===== src/rtl/mb_pkg.sv =====
// Shared types and constants for the UCIe x16 mainband transmit path.
package mb_pkg;

  localparam int unsigned MB_LANES    = 16;
  localparam int unsigned FLIT_BYTES  = 64;
  localparam int unsigned UI_PER_FLIT = 32;
  localparam int unsigned UI_W        = $clog2(UI_PER_FLIT);

  // Byte k of a flit is element k; byte 0 goes on the wire first.
  typedef logic [FLIT_BYTES-1:0][7:0] flit_t;

  typedef enum logic {
    ST_IDLE,
    ST_SEND
  } tx_state_e;

  // Lane L in UI u carries bit (u & 7) of byte L + 16*(u >> 3).
  function automatic logic [MB_LANES-1:0] lane_slice(flit_t f, logic [UI_W-1:0] u);
    logic [MB_LANES-1:0] s;
    s = '0;
    for (int unsigned l = 0; l < MB_LANES; l++) begin
      s[l[3:0]] = f[{u[4:3], l[3:0]}][u[2:0]];
    end
    return s;
  endfunction

endpackage


===== src/rtl/mb_tx_flit_fifo.sv =====
// Flit FIFO with wrap-bit pointers; head entry is read combinationally.
module mb_tx_flit_fifo
  import mb_pkg::*;
#(
  parameter int unsigned DEPTH = 4
) (
  input  logic  clk_i,
  input  logic  rst_ni,
  input  logic  push_i,
  input  flit_t wdata_i,
  input  logic  pop_i,
  output logic  full_o,
  output logic  empty_o,
  output flit_t rdata_o
);

  localparam int unsigned AW = $clog2(DEPTH);
  localparam int unsigned PW = AW + 1;

  flit_t         mem_q [DEPTH];
  logic [PW-1:0] wr_ptr_q, wr_ptr_d;
  logic [PW-1:0] rd_ptr_q, rd_ptr_d;
  logic          do_push, do_pop;

  // Fullness is judged on the pre-pop pointers, so a push racing a pop on a full FIFO is dropped.
  assign full_o  = (wr_ptr_q[AW] != rd_ptr_q[AW]) && (wr_ptr_q[AW-1:0] == rd_ptr_q[AW-1:0]);
  assign empty_o = (wr_ptr_q == rd_ptr_q);
  assign do_push = push_i && !full_o;
  assign do_pop  = pop_i && !empty_o;
  assign rdata_o = mem_q[rd_ptr_q[AW-1:0]];

  always_comb begin
    wr_ptr_d = wr_ptr_q + PW'(do_push);
    rd_ptr_d = rd_ptr_q + PW'(do_pop);
  end

  always_ff @(posedge clk_i or negedge rst_ni) begin
    if (!rst_ni) begin
      wr_ptr_q <= '0;
      rd_ptr_q <= '0;
    end else begin
      wr_ptr_q <= wr_ptr_d;
      rd_ptr_q <= rd_ptr_d;
    end
  end

  always_ff @(posedge clk_i) begin
    if (do_push) begin
      mem_q[wr_ptr_q[AW-1:0]] <= wdata_i;
    end
  end

endmodule


===== src/rtl/mb_tx.sv =====
// Mainband transmit logical PHY: flit capture, 32-UI serializer over 16 lanes, valid and clock gating.
module mb_tx
  import mb_pkg::*;
#(
  parameter int unsigned flit_buffer_size = 4
) (
  input  logic                clk,
  input  logic                reset,
  input  logic                valid_i,
  input  flit_t               data_i,
  input  logic [1:0]          periph_clk_i,
  output logic [1:0]          periph_clkPins_o,
  output logic                valid_pin_o,
  output logic [MB_LANES-1:0] dataPins_o,
  output logic                transmiting_o
);

  localparam logic [UI_W-1:0] UI_LAST = UI_W'(UI_PER_FLIT - 1);

  logic                valid_q;
  logic                push, pop;
  logic                fifo_full, fifo_empty;
  flit_t               fifo_rdata;
  tx_state_e           state_q, state_d;
  logic [UI_W-1:0]     ui_q, ui_d;
  flit_t               hold_q, hold_d;
  logic [MB_LANES-1:0] pins_q, pins_d;
  logic                vpin_q, vpin_d;

  assign push = valid_i && !valid_q;

  mb_tx_flit_fifo #(
    .DEPTH(flit_buffer_size)
  ) u_fifo (
    .clk_i   (clk),
    .rst_ni  (reset),
    .push_i  (push),
    .wdata_i (data_i),
    .pop_i   (pop),
    .full_o  (fifo_full),
    .empty_o (fifo_empty),
    .rdata_o (fifo_rdata)
  );

  // The flit is held and indexed by UI rather than shifted, so one register drives all lanes.
  always_comb begin
    state_d = state_q;
    ui_d    = ui_q;
    hold_d  = hold_q;
    pins_d  = '0;
    vpin_d  = 1'b0;
    pop     = 1'b0;
    case (state_q)
      ST_IDLE: begin
        if (!fifo_empty) begin
          pop     = 1'b1;
          hold_d  = fifo_rdata;
          state_d = ST_SEND;
          ui_d    = '0;
        end
      end
      ST_SEND: begin
        pins_d = lane_slice(hold_q, ui_q);
        vpin_d = 1'b1;
        if (ui_q == UI_LAST) begin
          ui_d = '0;
          if (!fifo_empty) begin
            pop    = 1'b1;
            hold_d = fifo_rdata;
          end else begin
            state_d = ST_IDLE;
          end
        end else begin
          ui_d = ui_q + 1'b1;
        end
      end
      default: state_d = ST_IDLE;
    endcase
  end

  always_ff @(posedge clk or negedge reset) begin
    if (!reset) begin
      valid_q <= 1'b0;
      state_q <= ST_IDLE;
      ui_q    <= '0;
      hold_q  <= '0;
      pins_q  <= '0;
      vpin_q  <= 1'b0;
    end else begin
      valid_q <= valid_i;
      state_q <= state_d;
      ui_q    <= ui_d;
      hold_q  <= hold_d;
      pins_q  <= pins_d;
      vpin_q  <= vpin_d;
    end
  end

  assign dataPins_o       = pins_q;
  assign valid_pin_o      = vpin_q;
  assign periph_clkPins_o = periph_clk_i & {2{vpin_q}};
  assign transmiting_o    = !fifo_empty || (state_q == ST_SEND);

endmodule


===== config.mk =====
export PLATFORM = sky130hd
export DESIGN_NAME = mb_tx
export DESIGN_NICKNAME = d
export VERILOG_FILES = /design/src/rtl/mb_pkg.sv /design/src/rtl/mb_tx_flit_fifo.sv /design/src/rtl/mb_tx.sv
export SDC_FILE = /design/constraint.sdc
export NUM_CORES = 2
export LEC_CHECK = 0
export ABC_AREA = 1
export CAP_MARGIN = 20
export CORE_UTILIZATION = 50
export DETAILED_ROUTE_END_ITERATION = 10
export HOLD_SLACK_MARGIN = 0.05
export PLACE_DENSITY = 0.68
export SYNTH_ARGS = -nofsm -noshare
export SYNTH_HDL_FRONTEND = slang
export SYNTH_HIERARCHICAL = 1
export SYNTH_SLANG_ARGS = --single-unit

===== constraint.sdc =====
create_clock -name clk -period 69.9 [get_ports clk]
set_clock_uncertainty 0.15 [all_clocks]
set_input_delay 10.485 -clock clk [delete_from_list [all_inputs] [get_ports clk]]
set_output_delay 10.485 -clock clk [all_outputs]
set_load 0.005 [all_outputs]

# Yosys cells after proc, flatten, opt, wreduce, memory -nomap -nowiden

Memory sizes are Yosys's and may differ from the RTL's.
Cells that the tools add are included.

Bits in registers: 542
Latch bits: 0
Bits in writable memories: 2048
Bits in read-only memories: 0
Bits of input ports: 517
Output and inout port bits: 20
Logic and storage cells: 187
Memories: 1

$add $sub $neg: 3
Multiply operators: 0
Div/mod/pow operators: 0
Magnitude comparators: 17
Equality and inequality tests: 6
Shift operators: 0
Mux-type cells: 79
Bitwise operators: 2
Reductions and logical operators: 8

Memories:

| memory       | depth | width | rd ports | clocked after memory_dff | write ports | line                  | text |
|---|---|---|---|---|---|---|---|
| u_fifo.mem_q | 4     | 512   | 1        | 0                        | 1           | mb_tx_flit_fifo.sv:20 | `flit_t mem_q [DEPTH];` |

Operators with widths:

| kind                                                                    | count |
|---|---|
| 512-bit two-way mux                                                     | 2 |
| 512-bit one-hot mux with 2 select lines                                 | 1 |
| 8-bit binary-select mux with 2-bit select                               | 16 |
| 8-bit two-way mux                                                       | 16 |
| 6-bit by 7-bit < comparator with 1-bit output, second input constant    | 16 |
| 1-bit binary-select mux with 3-bit select                               | 16 |
| 1-bit two-way mux                                                       | 22 |
| 16-bit two-way mux                                                      | 1 |
| 5-bit two-way mux                                                       | 2 |
| 5-bit one-hot mux with 2 select lines                                   | 1 |
| 3-bit by 1-bit adder with 3-bit output                                  | 2 |
| 5-bit by 1-bit adder with 5-bit output, second input constant           | 1 |
| 5-bit == test, second input constant                                    | 1 |
| 1-bit logical AND                                                       | 4 |
| 3-bit by 4-bit < comparator with 1-bit output, second input constant    | 1 |
| 1-bit one-hot mux with 2 select lines                                   | 2 |
| 3-bit == test                                                           | 1 |
| 1-bit logical NOT                                                       | 3 |
| 2-bit AND                                                               | 1 |
| 2-bit == test                                                           | 1 |
| 2-bit by 1-bit inequality test with 1-bit output, second input constant | 1 |
| 2-bit inequality test, second input constant                            | 1 |
| 1-bit logical OR                                                        | 1 |
| 1-bit inequality test                                                   | 1 |
| 1-bit NOT                                                               | 1 |

# Longest topological paths before layout

Depth in word-level cells: 6
Mapped depth: 13
Mapped depth without buffers: 11

# By module

The synthesis kept the hierarchy.

By module, submodules not included:

| module          | instances | cells each | area an instance (sq um) | sequential area each (sq um) |
|---|---|---|---|---|
| mb_tx_flit_fifo | 1         | 4989       | 75691.3                  | 61649.1 |
| mb_tx           | 1         | 2909       | 25547.0                  | 13412.9 |

# Worst setup path before layout

No wires, ideal clock.

Path type: input to register
From: input valid_i
To: memory u_fifo/mem_q[0][0] in the netlist's numbering (enable)
Library setup time: 1.400 ns
Arrival time: 31.874 ns
Data required time: 68.350 ns
Slack: 36.476 ns
Cell stages on the path: 4
Buffers on the path: 0
Cell sequence: inv_1 -> nor2_1 -> nand2_1 -> nor2_1

Longest elaborated chain between the ends: 4

RTL lines:

| what                                    | line                  | text |
|---|---|---|
| from (decl)                             | mb_tx.sv:9            | `input logic valid_i,` |
| 1-bit logical AND                       | mb_tx.sv:30           | `assign push = valid_i && !valid_q;` |
| via push                                | mb_tx.sv:21           | `logic push, pop;` |
| 1-bit logical AND                       | mb_tx_flit_fifo.sv:28 | `assign do_push = push_i && !full_o;` |
| 1-bit two-way mux                       | mb_tx_flit_fifo.sv:48 | `if (do_push) begin` |
| 1-bit two-way mux (implied by the code) | mb_tx_flit_fifo.sv:49 | `mem_q[wr_ptr_q[AW-1:0]] <= wdata_i;` |
| to (decl)                               | mb_tx_flit_fifo.sv:20 |  |

The timed path passes the listed nets, and every way through them passes these cells.

# Worst setup path in the final report

From: input periph_clk_i[1]
To: output periph_clkPins_o[1]

Longest elaborated chain between the ends: 1

RTL lines:

| what        | line         | text |
|---|---|---|
| from (decl) | mb_tx.sv:11  | `input logic [1:0] periph_clk_i,` |
| 2-bit AND   | mb_tx.sv:101 | `assign periph_clkPins_o = periph_clk_i & {2{vpin_q}};` |
| to (decl)   | mb_tx.sv:12  | `output logic [1:0] periph_clkPins_o,` |

Every way passes these cells.

==> results_dict.tcl <==
set metrics [dict create \
    crit_chain "clkdlybuf4s50_1, nand2_1, inv_1, clkdlybuf4s50_1" \
    grt_overflow_total 0 \
    avgRoutedWirePerCell_um 27.6 \
    h-tree-depth 5 \
    row_count 164 \
    synthCells 7897 \
    detailed_place_hpwl_um 199000 \
    start_util_pct 50.5 \
    regArea_um2 75100 \
    vias 65480 \
    wirelength_um 308000 \
    clk_pin_slew_ps 60 \
    yosysWarningCount 6 \
    setup_violations 0 \
    syn_area_um2 101000 \
    ir_drop_uv 36.1 \
    fin_crit_ps 22230 \
    power_density_nw_per_um2 44.3 \
    max_slew_margin_pct 16.6 \
    critPathTopFamily "buffers and inverters" \
    nNetsFinal 8800 \
    cts_hold_buf 0 \
    antenna_found_initial 57 \
    endpoint_kind "output pin" \
    status "complete, no violations" \
    crit_arrival_ps 11590 \
    crit_fanout 1 \
    hp-class "reg2reg" \
    grt_max_degree 226 \
    crit_slowest_cell "clkdlybuf4s50_1" \
    cts.sinks 2590 \
    critPathMaxStageDelay_ps 490 \
    multi_input_area_um2 22400 \
    cts_buffers 279 \
    max_cap_viol_count 0 \
    cp-start-kind "primary input" \
    path_class "in2out" \
    fillCellCount 15685 \
    syn_nets 8421 \
    syn_area_per_cell_um2 12.8 \
    die-area_um2 204000 \
    drt_iter0_drc 7550 \
    gp_congestion 0.979 \
    fp.dieH_um 452 \
    die_width_um 452 \
    worstPathRequired_ps 59260 \
    drive_gt1_share_pct 8.59 \
    drt_pass1_iterations 6 \
    grt_pass1_wl_um 433000 \
    path_buf_inv 3 \
    cts_tree "done" \
    portBuffers 536 \
    min_period_over_period_pct 31.8 \
    rsz0062_at_grt "no" \
    tns_ps 0 \
    via_per_inst 5.87 \
    worst_pin_slew_ps 1250 \
    hold_viol_final 0 \
    synthToLayoutAreaGrowth_pct 15.6 \
    insertion_delay_ps 930 \
    post_cts_buffers 0 \
    clockBufferDepth 4 \
    drc 0 \
    leakage_nw 42.1 \
    ctsResizeCount 0 \
    ios 537 \
    finalPower_mw 5.18 \
    core_area_um2 200000 \
    grt_pass1_vias 62709 \
    cts_root_buf "clkbuf_16" \
    drv_slew 0 \
    crit_top_cell "clkdlybuf4s50_1" \
    antenna_left 0 \
    max_freq_ghz 0.0450 \
    grt_usage_pct 29.7 \
]
placed cells by master, fill, tap and decap left out, types with 2 or more instances in the layout:
| cell | n |
|---|---|
| edfxtp_1 | 2048 |
| nor2_1 | 1556 |
| o21ai_0 | 1054 |
| nand2_1 | 564 |
| dfrtp_1 | 538 |
| clkdlybuf4s50_1 | 535 |
| o22ai_1 | 514 |
| clkbuf_16 | 289 |
| nand3_1 | 259 |
| a21oi_1 | 258 |
| inv_1 | 256 |
| mux2_2 | 238 |
| buf_4 | 72 |
| clkbuf_1 | 69 |
| clkinv_2 | 36 |
| clkinv_1 | 35 |
| mux2_1 | 32 |
| bufinv_16 | 26 |
| o21ai_1 | 22 |
| diode_2 | 19 |
| clkbuf_8 | 14 |
| buf_12 | 14 |
| clkinvlp_4 | 10 |
| inv_6 | 8 |
| ha_1 | 7 |
| nor2_4 | 4 |
| dfrtp_4 | 4 |
| inv_2 | 3 |
| xor2_1 | 3 |
| buf_16 | 3 |
| xnor2_1 | 2 |
| clkinv_4 | 2 |
| inv_8 | 2 |
area by class of cell:
cell class	count	share of cell area, %
clock inverters	115	1.07
well taps	2656	2.84
multi-input cells	4516	19.1
repair buffers	625	5.36
clock buffers	372	6.56
flip-flops and latches	2590	64.1
inverters	264	0.872
diodes	19	0.0406
metal layers:
layer / global-route usage (%) / vias to the layer above / wire, µm
met5: 0 / - / 448
met4: 16.6 / 68 / 18800
met3: 7.81 / 714 / 28300
met2: 48.6 / 2843 / 151000
met1: 35.9 / 32836 / 110000
li1: - / 29019 / -
sequential cells by signal, summed over array words and instances (netlist names):
signal / flops
u_fifo/mem_q: 2048
valid_pin_o: 1
u_fifo/wr_ptr_q: 3
u_fifo/rd_ptr_q: 3
hold_q: 512
ui_q: 5
valid_q: 1
dataPins_o: 16
state_q: 1
final timing paths:
path	slack [ps]	end	from	cells past startpoint
worst max-delay path	47670	periph_clkPins_o[1]	periph_clk_i[1]	4
min in group asynchronous	9480	hold_q[70]$_DFFE_PN0P_	reset	1
worst min-delay path	340	hold_q[319]$_DFFE_PN0P_	hold_q[319]$_DFFE_PN0P_	1
worst min register to register	340	hold_q[319]$_DFFE_PN0P_	hold_q[319]$_DFFE_PN0P_	1
max in group asynchronous	56850	hold_q[346]$_DFFE_PN0P_	reset	4
worst max register to register	63430	u_fifo/mem_q[1][354]$_DFFE_PP_	u_fifo/rd_ptr_q[1]$_DFF_PN0_	10
per-stage QoR:
stage	instances	area (µm²)	setup WS [ps]	hold WS [ps]	utilization, %
2_1_floorplan	7897	101000	36480	241	-
3_3_place_gp	10648	108000	47640	327	53.9
3_5_place_dp	10648	108000	47680	332	53.9
4_1_cts	11135	117000	47670	344	58.3
5_1_grt	11149	117000	47630	364	58.4
6_report	11157	117000	47670	339	58.4
power breakdown:
part / leakage [nW] / internal (mW) / switching (mW)
registers: 25.0 / 1.97 / 0.128
logic: 12.7 / 0.426 / 1.20
clock network: 4.35 / 0.867 / 0.583
total: 42.1 / 3.27 / 1.92
No activity file was read; power rests on OpenSTA's default activity.
